[config.mk]
export PLATFORM = sky130hd
export DESIGN_NAME = fft_out_collector_flat
export DESIGN_NICKNAME = d
export VERILOG_FILES = /design/src/rtl/fft_out_collector_pkg.sv /design/src/rtl/fft_out_collector_if.sv /design/src/rtl/fft_out_collector_frame_bank.sv /design/src/rtl/fft_out_collector.sv /design/src/flat_wrapper.sv
export SDC_FILE = /design/constraint.sdc
export NUM_CORES = 1
export LEC_CHECK = 0
export ABC_AREA = 1
export BUFFER_PORTS_ARGS = -buffer_cell sky130_fd_sc_hd__buf_4
export CORE_MARGIN = 1.5
export CORE_UTILIZATION = 40
export DETAILED_ROUTE_END_ITERATION = 8
export SLEW_MARGIN = 20
export SYNTH_ARGS = -nofsm -noshare
export SYNTH_HDL_FRONTEND = slang
export SYNTH_SLANG_ARGS = --single-unit
[constraint.sdc]
create_clock -name clk -period 11.9 [get_ports clk]
set_input_delay 1.19 -clock clk [delete_from_list [all_inputs] [get_ports clk]]
set_output_delay 1.19 -clock clk [all_outputs]
set_load 0.02 [all_outputs]
[src/rtl/fft_out_collector_pkg.sv]
// Shared fft definitions: sample geometry, complex sample layout, bit-reversal helper.
package fft_out_collector_pkg;

    localparam int FFT_RE_W     = 17;
    localparam int FFT_IM_W     = 17;
    localparam int FFT_SAMPLE_W = FFT_RE_W + FFT_IM_W;
    localparam int FFT_N_PT     = 4;

    typedef enum logic {
        ST_HUNT    = 1'b0,
        ST_COLLECT = 1'b1
    } state_t;

    typedef struct packed {
        logic signed [FFT_RE_W-1:0] re;
        logic signed [FFT_IM_W-1:0] im;
    } sample_t;

    // Reverses the low log2n bits of idx; upper bits come back zero.
    function automatic logic [7:0] bitrev(input logic [7:0] idx, input int log2n);
        logic [7:0] r;
        r = '0;
        for (int b = 0; b < log2n; b++) begin
            r[b] = idx[log2n-1-b];
        end
        return r;
    endfunction

endpackage

[src/rtl/fft_out_collector_if.sv]
// Serial sample input plus frame-wide valid/ready output of the fft output collector.
interface fft_out_collector_if
    import fft_out_collector_pkg::*;
#(
    parameter int N_PT     = FFT_N_PT,
    parameter int SAMPLE_W = FFT_SAMPLE_W
);
    logic                     in_valid;
    logic                     in_sof;
    logic [SAMPLE_W-1:0]      in_data;
    logic                     out_valid;
    logic                     out_ready;
    logic [N_PT*SAMPLE_W-1:0] out_frame;
    logic                     sync_err;
    logic                     overflow;

    modport master (
        output in_valid, in_sof, in_data, out_ready,
        input  out_valid, out_frame, sync_err, overflow
    );

    modport slave (
        input  in_valid, in_sof, in_data, out_ready,
        output out_valid, out_frame, sync_err, overflow
    );
endinterface

[src/rtl/fft_out_collector_frame_bank.sv]
// One N_PT x SAMPLE_W frame register bank with per-slot write and a full flag.
// Latency: slot write and full flag visible the cycle after the write edge.
// Backpressure: none internally; the caller must not write while full is set.
module fft_out_collector_frame_bank #(
    parameter int N_PT     = 4,
    parameter int SAMPLE_W = 34,
    localparam int IDX_W   = $clog2(N_PT)
) (
    input  logic                     clk,
    input  logic                     rst,
    input  logic                     wr_en,
    input  logic [IDX_W-1:0]         wr_slot,
    input  logic [SAMPLE_W-1:0]      wr_data,
    input  logic                     set_full,
    input  logic                     clr_full,
    output logic [N_PT*SAMPLE_W-1:0] data,
    output logic                     full
);

    always_ff @(posedge clk or posedge rst) begin
        if (rst) begin
            data <= '0;
            full <= 1'b0;
        end else begin
            if (wr_en) begin
                for (int s = 0; s < N_PT; s++) begin
                    if (wr_slot == IDX_W'(s)) begin
                        data[s*SAMPLE_W +: SAMPLE_W] <= wr_data;
                    end
                end
            end
            if (set_full) begin
                full <= 1'b1;
            end else if (clr_full) begin
                full <= 1'b0;
            end
        end
    end

endmodule

[src/rtl/fft_out_collector.sv]
// Collects serial fft samples into bit-reversal-corrected frames, ping-pong buffered.
// Latency: out_valid rises one cycle after the frame's last sample is written.
// Backpressure: out_ready low holds the frame; a sample arriving with both banks full is dropped (overflow).
module fft_out_collector
    import fft_out_collector_pkg::*;
#(
    parameter int N_PT     = FFT_N_PT,
    parameter int SAMPLE_W = FFT_SAMPLE_W,
    parameter bit BITREV   = 1'b1
) (
    input logic          clk,
    input logic          rst,
    fft_out_collector_if.slave bus
);

    localparam int IDX_W = $clog2(N_PT);
    localparam logic [IDX_W-1:0] LAST = IDX_W'(N_PT - 1);

    state_t                   st;
    logic [IDX_W-1:0]         idx;
    logic                     wr_bank;
    logic                     rd_bank;
    logic                     out_valid_q;
    logic [N_PT*SAMPLE_W-1:0] out_frame_q;
    logic                     sync_err_q;
    logic                     overflow_q;

    logic [1:0]               full;
    logic [N_PT*SAMPLE_W-1:0] bank_data [2];

    logic                     take;
    logic                     blocked;
    logic                     wr_en;
    logic                     frame_done;
    logic                     handshake;
    logic [IDX_W-1:0]         wr_idx;
    logic [IDX_W-1:0]         slot;

    // Full status is the pre-edge value, so a bank freed this cycle still blocks a write into it.
    always_comb begin
        take       = bus.in_valid && (bus.in_sof || st == ST_COLLECT);
        blocked    = take && full[wr_bank];
        wr_en      = take && !full[wr_bank];
        wr_idx     = bus.in_sof ? '0 : idx;
        frame_done = wr_en && (wr_idx == LAST);
        handshake  = out_valid_q && bus.out_ready;
        slot       = BITREV ? IDX_W'(bitrev(8'(wr_idx), IDX_W)) : wr_idx;
    end

    for (genvar g = 0; g < 2; g++) begin : g_bank
        fft_out_collector_frame_bank #(
            .N_PT     (N_PT),
            .SAMPLE_W (SAMPLE_W)
        ) u_bank (
            .clk      (clk),
            .rst      (rst),
            .wr_en    (wr_en && (wr_bank == 1'(g))),
            .wr_slot  (slot),
            .wr_data  (bus.in_data),
            .set_full (frame_done && (wr_bank == 1'(g))),
            .clr_full (handshake && (rd_bank == 1'(g))),
            .data     (bank_data[g]),
            .full     (full[g])
        );
    end

    always_ff @(posedge clk or posedge rst) begin
        if (rst) begin
            st          <= ST_HUNT;
            idx         <= '0;
            wr_bank     <= 1'b0;
            rd_bank     <= 1'b0;
            out_valid_q <= 1'b0;
            out_frame_q <= '0;
            sync_err_q  <= 1'b0;
            overflow_q  <= 1'b0;
        end else begin
            sync_err_q <= 1'b0;
            if (blocked) begin
                overflow_q <= 1'b1;
                st         <= ST_HUNT;
                idx        <= '0;
            end else if (wr_en) begin
                st <= ST_COLLECT;
                if (bus.in_sof && st == ST_COLLECT && idx != '0) begin
                    sync_err_q <= 1'b1;
                end
                if (wr_idx == LAST) begin
                    idx     <= '0;
                    wr_bank <= ~wr_bank;
                end else begin
                    idx <= wr_idx + 1'b1;
                end
            end

            // On handoff the other bank, if already full, is presented without a bubble.
            if (handshake) begin
                rd_bank <= ~rd_bank;
                if (full[~rd_bank]) begin
                    out_valid_q <= 1'b1;
                    out_frame_q <= bank_data[~rd_bank];
                end else begin
                    out_valid_q <= 1'b0;
                end
            end else if (!out_valid_q && full[rd_bank]) begin
                out_valid_q <= 1'b1;
                out_frame_q <= bank_data[rd_bank];
            end
        end
    end

    assign bus.out_valid = out_valid_q;
    assign bus.out_frame = out_frame_q;
    assign bus.sync_err  = sync_err_q;
    assign bus.overflow  = overflow_q;

endmodule

[src/flat_wrapper.sv]
// flat-port wrapper written by rule: the top's interface ports become plain ports
module fft_out_collector_flat import fft_out_collector_pkg::*;
#(
    parameter int N_PT     = FFT_N_PT,
    parameter int SAMPLE_W = FFT_SAMPLE_W,
    parameter bit BITREV   = 1'b1
)
  (clk, rst, bus_in_valid, bus_in_sof, bus_in_data, bus_out_ready, bus_out_valid, bus_out_frame, bus_sync_err, bus_overflow);
  fft_out_collector_if #(.N_PT(N_PT), .SAMPLE_W(SAMPLE_W)) bus_i ();
  input logic clk;
  input logic rst;
  input wire logic [$bits(bus_i.in_valid)-1:0] bus_in_valid;
  input wire logic [$bits(bus_i.in_sof)-1:0] bus_in_sof;
  input wire logic [$bits(bus_i.in_data)-1:0] bus_in_data;
  input wire logic [$bits(bus_i.out_ready)-1:0] bus_out_ready;
  output wire logic [$bits(bus_i.out_valid)-1:0] bus_out_valid;
  output wire logic [$bits(bus_i.out_frame)-1:0] bus_out_frame;
  output wire logic [$bits(bus_i.sync_err)-1:0] bus_sync_err;
  output wire logic [$bits(bus_i.overflow)-1:0] bus_overflow;
  assign bus_i.in_valid = bus_in_valid;
  assign bus_i.in_sof = bus_in_sof;
  assign bus_i.in_data = bus_in_data;
  assign bus_i.out_ready = bus_out_ready;
  assign bus_out_valid = bus_i.out_valid;
  assign bus_out_frame = bus_i.out_frame;
  assign bus_sync_err = bus_i.sync_err;
  assign bus_overflow = bus_i.overflow;
  fft_out_collector #(.N_PT(N_PT), .SAMPLE_W(SAMPLE_W), .BITREV(BITREV)) u_core (.clk(clk), .rst(rst), .bus(bus_i));
endmodule
==> flow_metrics.tcl <==
set metrics [dict create \
    outcome "completed" \
    tightestPinTransition_ns 1.10 \
    fmax_ghz 0.208 \
    grt_max_degree 164 \
    grt_use_total 0.230 \
    slew_headroom 0.269 \
    cts_setup_buffers 0 \
    cts-htree-levels 2 \
    grt_pass1_vias 17300 \
    cts.sinks 418 \
    post_cts_resized 0 \
    fin_crit_ns 4.81 \
    portBuffers 177 \
    final_common_cell "nand2_1" \
    critPathLaunch "bus_out_ready" \
    layout_common_cells "nand2_1 (1,787), dfrtp_1 (417), o21ai_0 (225)" \
    area.sequential_sq_um 10500 \
    vias_per_cell 5.06 \
    antenna_found_initial 3 \
    nNetsFinal 2978 \
    irDropWorstVdd_mv 0.132 \
    yosysTopAreaCell "dfrtp_1" \
    drt-total-wl_mm 59.9 \
    io_pins 178 \
    start_util 0.408 \
    avgSynthCellArea_sq_um 7.13 \
    multi_input_area_sq_um 9010 \
    synthesis.nets 2924 \
    layout-drive-gt1-share 0.101 \
    synth_area_sq_um 20500 \
    timing.hold.ws_ns 0.470 \
    drc 0 \
    clk_pin_slew_ns 0.06 \
    hold_viol 0 \
    cpMaxStageDelayCell "nand2_4" \
    cts_hold_buf 0 \
    grt_pass1_wl_mm 96.3 \
    dp_hpwl_mm 35.4 \
    end_kind "flip-flop" \
    nFillCells 4998 \
    path_cells "buf_4, nand2_4, inv_6, nand3_4, nand2_4, buf_4, nand2_1, nand2_1" \
    final_cells 3646 \
    synth_cells 2881 \
    die_h_um 230 \
    cts-root-buf "clkbuf_16" \
    die_x_um 230 \
    cts_max_path_buffers 3 \
    rrSetupSlack_ns 7.17 \
    hold_path_class "reg2reg" \
    cts_tree "yes" \
    cp.required_ns 12.41 \
    ys_seq_area_frac 0.509 \
    crit_end "u_core.bus.out_frame[90]" \
    core_area_sq_um 50400 \
    ys_warn_count 0 \
    synth_top_cell_area_share 0.509 \
    dp.cells 3558 \
    dieArea_sq_um 52700 \
    clock_latency_ns 0.59 \
    leakage_nw 13.1 \
    critPathLaunchType "input pin" \
    clock_skew_ns 0.0229 \
    cp.arrival_ns 5.32 \
    syn_to_final_growth_pct 14.9 \
    via_count 18400 \
    ant_nets 0 \
    drt-initial-drc-count 1603 \
    place_congestion 0.761 \
    rows 82 \
    ys_ff_latch 418 \
    cpPeakStageDelay_ns 1.00 \
    finalMaxSlewViolations 0 \
    wl_per_cell_um 16.4 \
    worstRegToRegCells 7 \
    power.density_nw_per_um2 284 \
    synth_area_leaders "dfrtp_1 (51%), nand2_1 (33%), o21ai_0 (5.5%)" \
    dr.pass1.iters 5 \
    crit_type "in2reg" \
    fin_setup_tns_ns 0 \
    r2r-end "u_core.bus.out_frame[90]" \
    final_util 0.468 \
    synth_cell_types 19 \
    grt-ovfl-total 0 \
    rsz0062_at_grt "false" \
    setup_violations 0 \
    maxCapViolations 0 \
    reg2reg_from "u_core.rd_bank" \
    post-route-period-util 0.404 \
    crit_fanout 76 \
    numCtsBuffers 47 \
]
## area by class of cell
class | instances | share of cell area
tap | 672 | 0.0356
timing repair buffer | 198 | 0.0640
sequential | 418 | 0.443
multi-input combinational | 2224 | 0.382
clock inverter | 16 | 0.00636
antenna | 1 | 0.000106
clock buffer | 71 | 0.0609
inverter | 46 | 0.00801
## synthesized netlist by cell type, drive strengths merged
library cell	instances
buf	134
clkbuf	59
dfrtp	418
ha	4
inv	46
nand2	1790
nand3	148
nor2	4
o211ai	1
o21a	1
o21ai	275
xor2	1
## registers in the layout (all words and copies together) (netlist names)
register,flops
u_core.bus.out_valid,1
u_core.st,1
u_core.g_bank.u_bank.data,272
u_core.bus.out_frame,136
u_core.idx,2
u_core.bus.overflow,1
u_core.wr_bank,1
u_core.g_bank.u_bank.full,2
u_core.rd_bank,1
u_core.bus.sync_err,1
## per-stage QoR
step                area [sq um]  power [mW]  worst slack, ns
floorplan                  20500        4.39             5.07
global placement           22000        5.16             6.54
detailed placement         22000        5.24             6.48
CTS                        23600        6.75             7.06
global route               23600        7.25             6.73
finish                     23600        6.69             7.09
## where the power goes
| part | internal [mW] | switching (mW) |
|---|---|---|
| Sequential | 2.01 | 0.464 |
| Combinational | 0.906 | 1.84 |
| Clock | 0.877 | 0.595 |
## cell families after synthesis
| group | after synthesis | share of synthesized area |
|---|---|---|
| xor+xnor | 1 | 0.000427 |
| compound gates | 277 | 0.0678 |
| flops | 418 | 0.509 |
| fa+ha+maj | 4 | 0.00244 |
| simple gates | 1942 | 0.365 |
| buf+inv | 239 | 0.0547 |
## worst max-delay path, delay by kind of cell
family / cells / cell delay, ns
and+or+nand+nor: 5 / 2.47
buffers and inverters: 3 / 1.52
## worst min-delay path by stage
| stage | slack (ns) | startpoint | endpoint | cells after the start |
|---|---|---|---|---|
| floorplan | 0.47 | u_core.st | u_core.st | 2 |
| global route | 0.49 | u_core.bus.out_frame[59] | u_core.bus.out_frame[59] | 2 |
| finish | 0.47 | u_core.bus.out_frame[57] | u_core.bus.out_frame[57] | 2 |
| detailed placement | 0.45 | u_core.bus.overflow | u_core.bus.overflow | 2 |
| global placement | 0.46 | u_core.bus.out_frame[84] | u_core.bus.out_frame[84] | 2 |
| CTS | 0.47 | u_core.bus.out_frame[23] | u_core.bus.out_frame[23] | 2 |
## routing by layer
layer	global-route usage	wire (um)
met1	0.323	27800
met2	0.358	26700
met3	0.0436	3920
met4	0.0705	1450
met5	0	0
No activity file was read; power rests on OpenSTA's default activity.
